`src/rtl/ps2_host_tx.sv`:
```
// rtl/ps2_host_tx.sv - PS/2 host-to-device command byte transmitter
module ps2_host_tx #(
  parameter int INHIBIT_CYCLES = 5000,
  parameter int START_TIMEOUT  = 750000,
  parameter int XFER_TIMEOUT   = 100000
) (
  input  logic       clk,
  input  logic       reset_n,
  input  logic [7:0] tx_data,
  input  logic       tx_valid,
  output logic       tx_ready,
  output logic       tx_done,
  output logic [1:0] tx_err,
  output logic       busy,
  input  logic       ps2_clk_i,
  input  logic       ps2_data_i,
  output logic       ps2_clk_oe,
  output logic       ps2_data_oe
);

  localparam int MAX_A   = (INHIBIT_CYCLES > START_TIMEOUT) ? INHIBIT_CYCLES : START_TIMEOUT;
  localparam int MAX_CNT = (MAX_A > XFER_TIMEOUT) ? MAX_A : XFER_TIMEOUT;
  localparam int CW      = $clog2(MAX_CNT + 1);
  localparam logic [CW-1:0] INH_LAST   = CW'(INHIBIT_CYCLES - 1);
  localparam logic [CW-1:0] START_LAST = CW'(START_TIMEOUT - 1);
  localparam logic [CW-1:0] XFER_LAST  = CW'(XFER_TIMEOUT - 1);

  typedef enum logic [2:0] {
    IDLE, INHIBIT, RTS, WAIT_CLK, SHIFT, ACK, WAIT_IDLE
  } state_t;

  state_t          state;
  logic [1:0]      clk_sync;
  logic [1:0]      data_sync;
  logic            clk_prev;
  logic            fall;
  logic [9:0]      shreg;
  logic [3:0]      bit_cnt;
  logic [CW-1:0]   cnt;
  logic [CW-1:0]   cnt_inc;

  // Pads idle high, so synchronizers reset high to avoid a false edge.
  always_ff @(posedge clk or negedge reset_n) begin
    if (!reset_n) begin
      clk_sync  <= 2'b11;
      data_sync <= 2'b11;
      clk_prev  <= 1'b1;
    end else begin
      clk_sync  <= {clk_sync[0], ps2_clk_i};
      data_sync <= {data_sync[0], ps2_data_i};
      clk_prev  <= clk_sync[1];
    end
  end

  assign fall    = clk_prev & ~clk_sync[1];
  assign cnt_inc = (cnt == {CW{1'b1}}) ? cnt : cnt + CW'(1);
  assign busy    = (state != IDLE);

  always_ff @(posedge clk or negedge reset_n) begin
    if (!reset_n) begin
      state       <= IDLE;
      tx_ready    <= 1'b1;
      tx_done     <= 1'b0;
      tx_err      <= 2'd0;
      ps2_clk_oe  <= 1'b0;
      ps2_data_oe <= 1'b0;
      shreg       <= '0;
      bit_cnt     <= '0;
      cnt         <= '0;
    end else begin
      tx_done <= 1'b0;
      case (state)
        IDLE: begin
          ps2_clk_oe  <= 1'b0;
          ps2_data_oe <= 1'b0;
          if (tx_valid && tx_ready) begin
            shreg      <= {1'b1, ~^tx_data, tx_data};
            bit_cnt    <= '0;
            tx_err     <= 2'd0;
            cnt        <= '0;
            tx_ready   <= 1'b0;
            ps2_clk_oe <= 1'b1;
            state      <= INHIBIT;
          end else begin
            tx_ready <= 1'b1;
          end
        end
        INHIBIT: begin
          if (cnt == INH_LAST) begin
            ps2_data_oe <= 1'b1;
            state       <= RTS;
          end else begin
            cnt <= cnt_inc;
          end
        end
        RTS: begin
          ps2_clk_oe <= 1'b0;
          cnt        <= '0;
          state      <= WAIT_CLK;
        end
        WAIT_CLK: begin
          if (fall) begin
            ps2_data_oe <= ~shreg[0];
            shreg       <= {1'b0, shreg[9:1]};
            bit_cnt     <= 4'd1;
            cnt         <= '0;
            state       <= SHIFT;
          end else if (cnt == START_LAST) begin
            ps2_data_oe <= 1'b0;
            tx_err      <= 2'd1;
            tx_done     <= 1'b1;
            state       <= IDLE;
          end else begin
            cnt <= cnt_inc;
          end
        end
        SHIFT, ACK, WAIT_IDLE: begin
          cnt <= cnt_inc;
          if (cnt == XFER_LAST) begin
            ps2_clk_oe  <= 1'b0;
            ps2_data_oe <= 1'b0;
            tx_err      <= 2'd2;
            tx_done     <= 1'b1;
            state       <= IDLE;
          end else if (state == SHIFT) begin
            // Edge 10 shifts out the stop bit, whose inverse releases data.
            if (fall) begin
              ps2_data_oe <= ~shreg[0];
              shreg       <= {1'b0, shreg[9:1]};
              bit_cnt     <= bit_cnt + 4'd1;
              if (bit_cnt == 4'd9) state <= ACK;
            end
          end else if (state == ACK) begin
            if (fall) begin
              tx_err  <= data_sync[1] ? 2'd3 : 2'd0;
              bit_cnt <= bit_cnt + 4'd1;
              state   <= WAIT_IDLE;
            end
          end else if (clk_sync[1] && data_sync[1]) begin
            tx_done <= 1'b1;
            state   <= IDLE;
          end
        end
        default: begin
          ps2_clk_oe  <= 1'b0;
          ps2_data_oe <= 1'b0;
          state       <= IDLE;
        end
      endcase
    end
  end

endmodule

```
`config.mk`:
```
export PLATFORM = sky130hd
export DESIGN_NAME = ps2_host_tx
export DESIGN_NICKNAME = d
export VERILOG_FILES = /design/src/rtl/ps2_host_tx.sv
export SDC_FILE = /design/constraint.sdc
export NUM_CORES = 1
export LEC_CHECK = 0
export BUFFER_PORTS_ARGS = -buffer_cell sky130_fd_sc_hd__buf_4
export CORE_ASPECT_RATIO = 1.4
export CORE_MARGIN = 5
export CORE_UTILIZATION = 45
export DETAILED_ROUTE_END_ITERATION = 6
export REMOVE_ABC_BUFFERS = 1
export SLEW_MARGIN = 10
export SYNTH_ARGS = -nofsm -noshare
export SYNTH_HDL_FRONTEND = slang
export SYNTH_SLANG_ARGS = --single-unit
export TNS_END_PERCENT = 100
```
`constraint.sdc`:
```
create_clock -name clk -period 2.4 [get_ports clk]
set_input_delay 0.48 -clock clk [delete_from_list [all_inputs] [get_ports clk]]
set_output_delay 0.48 -clock clk [all_outputs]
set_load 0.01 [all_outputs]
```
==> impl_table.tex <==
\begin{tabular}{lr}
\hline
Metric & Value \\
\hline
\multicolumn{2}{l}{\textbf{Outcome}} \\
Status & complete, no violations \\
\multicolumn{2}{l}{\textbf{Critical path}} \\
Nature of the critical path endpoint & register \\
Crit path max fanout & 6 \\
CP Launch Type & register \\
Endpoint required time on the critical path & 2.63 ns \\
Arrival @ worst endpoint & 2.51 ns \\
Critical Setup Path Class & register to register \\
\multicolumn{2}{l}{\textbf{Floorplanning}} \\
Height of the chip & 105 um \\
Io pins & 20 \\
Row count & 34 \\
Core Footprint & 6250 um2 \\
Chip Width & between 70 and 80 um \\
Starting density of the core & between 40 and 50\% \\
Total die area & 8230 um2 \\
\multicolumn{2}{l}{\textbf{Pwr}} \\
Static Leakage & 1.51 nW \\
Total power & 0.00149 W \\
Peak supply drop & 0.000334 V \\
Total power divided by cell area & 432 nW/um2 \\
\multicolumn{2}{l}{\textbf{Yosys}} \\
Share of flip-flops with an asynchronous set or reset & 100\% \\
Count of state elements after synthesis & 48 \\
Post-Synthesis Cells & 303 \\
Netlist Area Pre-Place & 2920 um2 \\
Count of different cell masters after synthesis & $\sim$60 \\
Primary FF master, synth & dfrtp\_1 \\
Sequential share of the synthesized area & 41.3\% \\
Total of warnings raised by yosys & 0 \\
Number of enable flip-flop cells after synthesis & 0 \\
Mean area per synthesized cell & 9.65 um2 \\
\multicolumn{2}{l}{\textbf{Global route}} \\
Via count of the first global-routing pass & 2606 \\
Total overflow reported by the global router & 0 \\
Pin count of the biggest net entering global routing & 49 \\
Number of antenna violations at the first check in global routing & 0 \\
Global-route wire length before repair & 12400 um \\
Gr usage total & 18.2\% \\
\multicolumn{2}{l}{\textbf{CTS}} \\
Number of buffers created by CTS & 5 \\
Clock insertion delay at the later pin of the skew report & 0.31 ns \\
Clk slew on worst S/H paths & 0.09 ns \\
Number of buffers between clock root and the deepest sink & 2 \\
Clock Tree Root & clkbuf\_8 \\
Number of H-tree levels & 2 \\
CTS tree & built \\
Number of clock sinks & 48 \\
\multicolumn{2}{l}{\textbf{STA}} \\
Setup violations, final & 0 \\
Fin crit share & 95.3\% \\
Worst-margin pin slew & 0.780 ns \\
Max\_slew headroom & 47.8\% \\
Unrepaired setup endpoints after global routing & false \\
Final count of pins violating max slew & 0 \\
Fmax & 437 MHz \\
Worst clock skew & 0.00713 ns \\
Final-layout setup total negative slack & 0 ns \\
Final period demand of the worst path & 2.29 ns \\
Fin. Hold Viols & 0 \\
\multicolumn{2}{l}{\textbf{Routing}} \\
Number of DRC violations after detailed routing & 0 \\
Count of TritonRoute iterations in the first routing pass & 4 \\
Vias & between 2000 and 3000 \\
DRC marker count from the first detailed-route iteration & 218 \\
Residual antenna-violating net count after detailed routing & 0 \\
Sum of routed wire length over all layers & around 7000 um \\
Routed length per instance & 17.0 um \\
Via density per instance & 6.09 \\
\multicolumn{2}{l}{\textbf{Placed design}} \\
Half-perimeter wire length after detailed placement & 5390 um \\
Port Buffers & 19 \\
Final weighted congestion in routability-driven placement & 0.874 \\
\multicolumn{2}{l}{\textbf{Min path}} \\
Path type of the worst min-delay path & input port to asynchronous set/reset pin \\
\multicolumn{2}{l}{\textbf{Layout}} \\
Utilization after layout & 54.9\% \\
N\_diodes & 0 \\
Syn-to-layout area delta & 17.5\% \\
Number of nets at the end of the flow & 364 \\
Layout filler cell count & 568 \\
Sequential cell area in the final layout & 1210 um2 \\
Total area of multi-input combinational cells & 1630 um2 \\
Share of final-layout standard cells stronger than drive strength 1 & 26.1\% \\
\multicolumn{2}{l}{\textbf{Run}} \\
Max cap viols & 0 \\
\hline
\end{tabular}
registers in the layout, indices dropped and copies added, names as in the netlist:
| name | cells |
|---|---|
| bit_cnt | 4 |
| clk_prev | 1 |
| clk_sync | 2 |
| cnt | 20 |
| data_sync | 2 |
| ps2_clk_oe | 1 |
| ps2_data_oe | 1 |
| shreg | 10 |
| state | 3 |
| tx_done | 1 |
| tx_err | 2 |
| tx_ready | 1 |
area by class of cell:
type | instances | share of cell area, %
Tap cell | 72 | 2.62
Inverter | 10 | 1.09
Timing Repair Buffer | 46 | 10.4
Sequential cell | 48 | 35.2
Clock inverter | 3 | 1.24
Multi-Input combinational cell | 237 | 47.5
Clock buffer | 5 | 2.00
Yosys cell counts, types with 5 or more instances:
cell type	n	area, um2
a2bb2oi_1	5	43.8
nor3_1	10	50.1
nand2_1	28	105
o21ai_0	9	45.0
mux2i_1	13	130
nor4_1	10	62.6
nor2_1	18	67.6
xnor2_1	6	52.6
o31ai_1	11	82.6
dfstp_2	6	158
mux2_2	19	214
nand3_1	16	80.1
inv_1	9	33.8
nand2b_1	9	56.3
a21oi_1	13	65.1
nand4_1	11	68.8
dfrtp_1	42	1050
or4_1	6	45.0
what timing repair did:
item | in CTS | in global routing
endpoints found under the setup margin | 0 | 2
buffers inserted | 0 | 2
gates resized for setup | 0 | 0
hold buffers | 0 | 0
cells by family after synthesis:
| kind of cell | Yosys count | share of synthesized area [%] |
|---|---|---|
| fa+ha+maj | 3 | 1.28 |
| mux | 32 | 11.8 |
| buf+inv | 18 | 2.91 |
| xor+xnor | 7 | 2.10 |
| simple gates | 129 | 24.4 |
| compound gates | 66 | 16.2 |
| flops | 48 | 41.3 |
where the power goes:
part / internal, W / switching (W) / leakage, nW
Combinational: 0.0000350 / 0.0000371 / 0.858
Sequential: 0.000816 / 0.00000240 / 0.599
Clock: 0.000309 / 0.000286 / 0.0541
routing by layer:
| layer | share of wire [%] | up-vias | GRT usage [%] | routed length [um] |
|---|---|---|---|---|
| met5 | 0 | - | 0 | 0 |
| met4 | 3.6 | 0 | 7.97 | 256 |
| met3 | 3.6 | 21 | 2.82 | 261 |
| met2 | 51 | 63 | 31.7 | 3690 |
| met1 | 41 | 1241 | 21.7 | 2960 |
| li1 | - | 1237 | - | - |
per-stage QoR:
stage	cells	hold slack, ns	worst slack (ns)	area [um2]
finish	421	0.178	0.113	3440
global placement	411	0.346	0.140	3310
global route	421	0.234	0.00768	3440
CTS	419	0.207	0.104	3420
detailed placement	411	0.347	0.108	3310
floorplan	295	0.184	0.296	2880
layout by cell type, fill, tap and decap left out, types with 6 or more instances in the layout:
cell type | synthesis | layout
mux2_2 | 19 | 19
nand2b_1 | 9 | 9
dfstp_2 | 6 | 6
nand4_1 | 11 | 11
nand2_1 | 28 | 28
nor2_1 | 18 | 18
nand3_1 | 16 | 16
dfrtp_1 | 42 | 42
inv_1 | 9 | 9
o31ai_1 | 11 | 11
or4_1 | 6 | 6
a21oi_1 | 13 | 13
o21ai_0 | 9 | 9
mux2i_1 | 13 | 13
xnor2_1 | 6 | 6
buf_4 | 2 | 45
nor4_1 | 10 | 10
nor3_1 | 10 | 10
path summary, 6_finish.rpt:
check,end,slack (ns),start,cells after the start
min reg2reg,clk_sync[1],0.36,clk_sync[0],0
max in group asynchronous,cnt[5],1.82,reset_n,1
max reg2reg,ps2_data_oe,0.11,cnt[8],6
max,ps2_data_oe,0.11,cnt[8],6
min in group clk,data_sync[0],0.27,ps2_data_i,1
min,state[2],0.18,reset_n,1
critical path, stage by stage (launching register included):
cell	delay (ns)
dfrtp_1	0.46
or4bb_1	0.58
nor4_4	0.36
buf_4	0.19
nand2_1	0.09
a221oi_1	0.35
a2bb2oi_1	0.19
No activity file was read; power rests on OpenSTA's default activity.
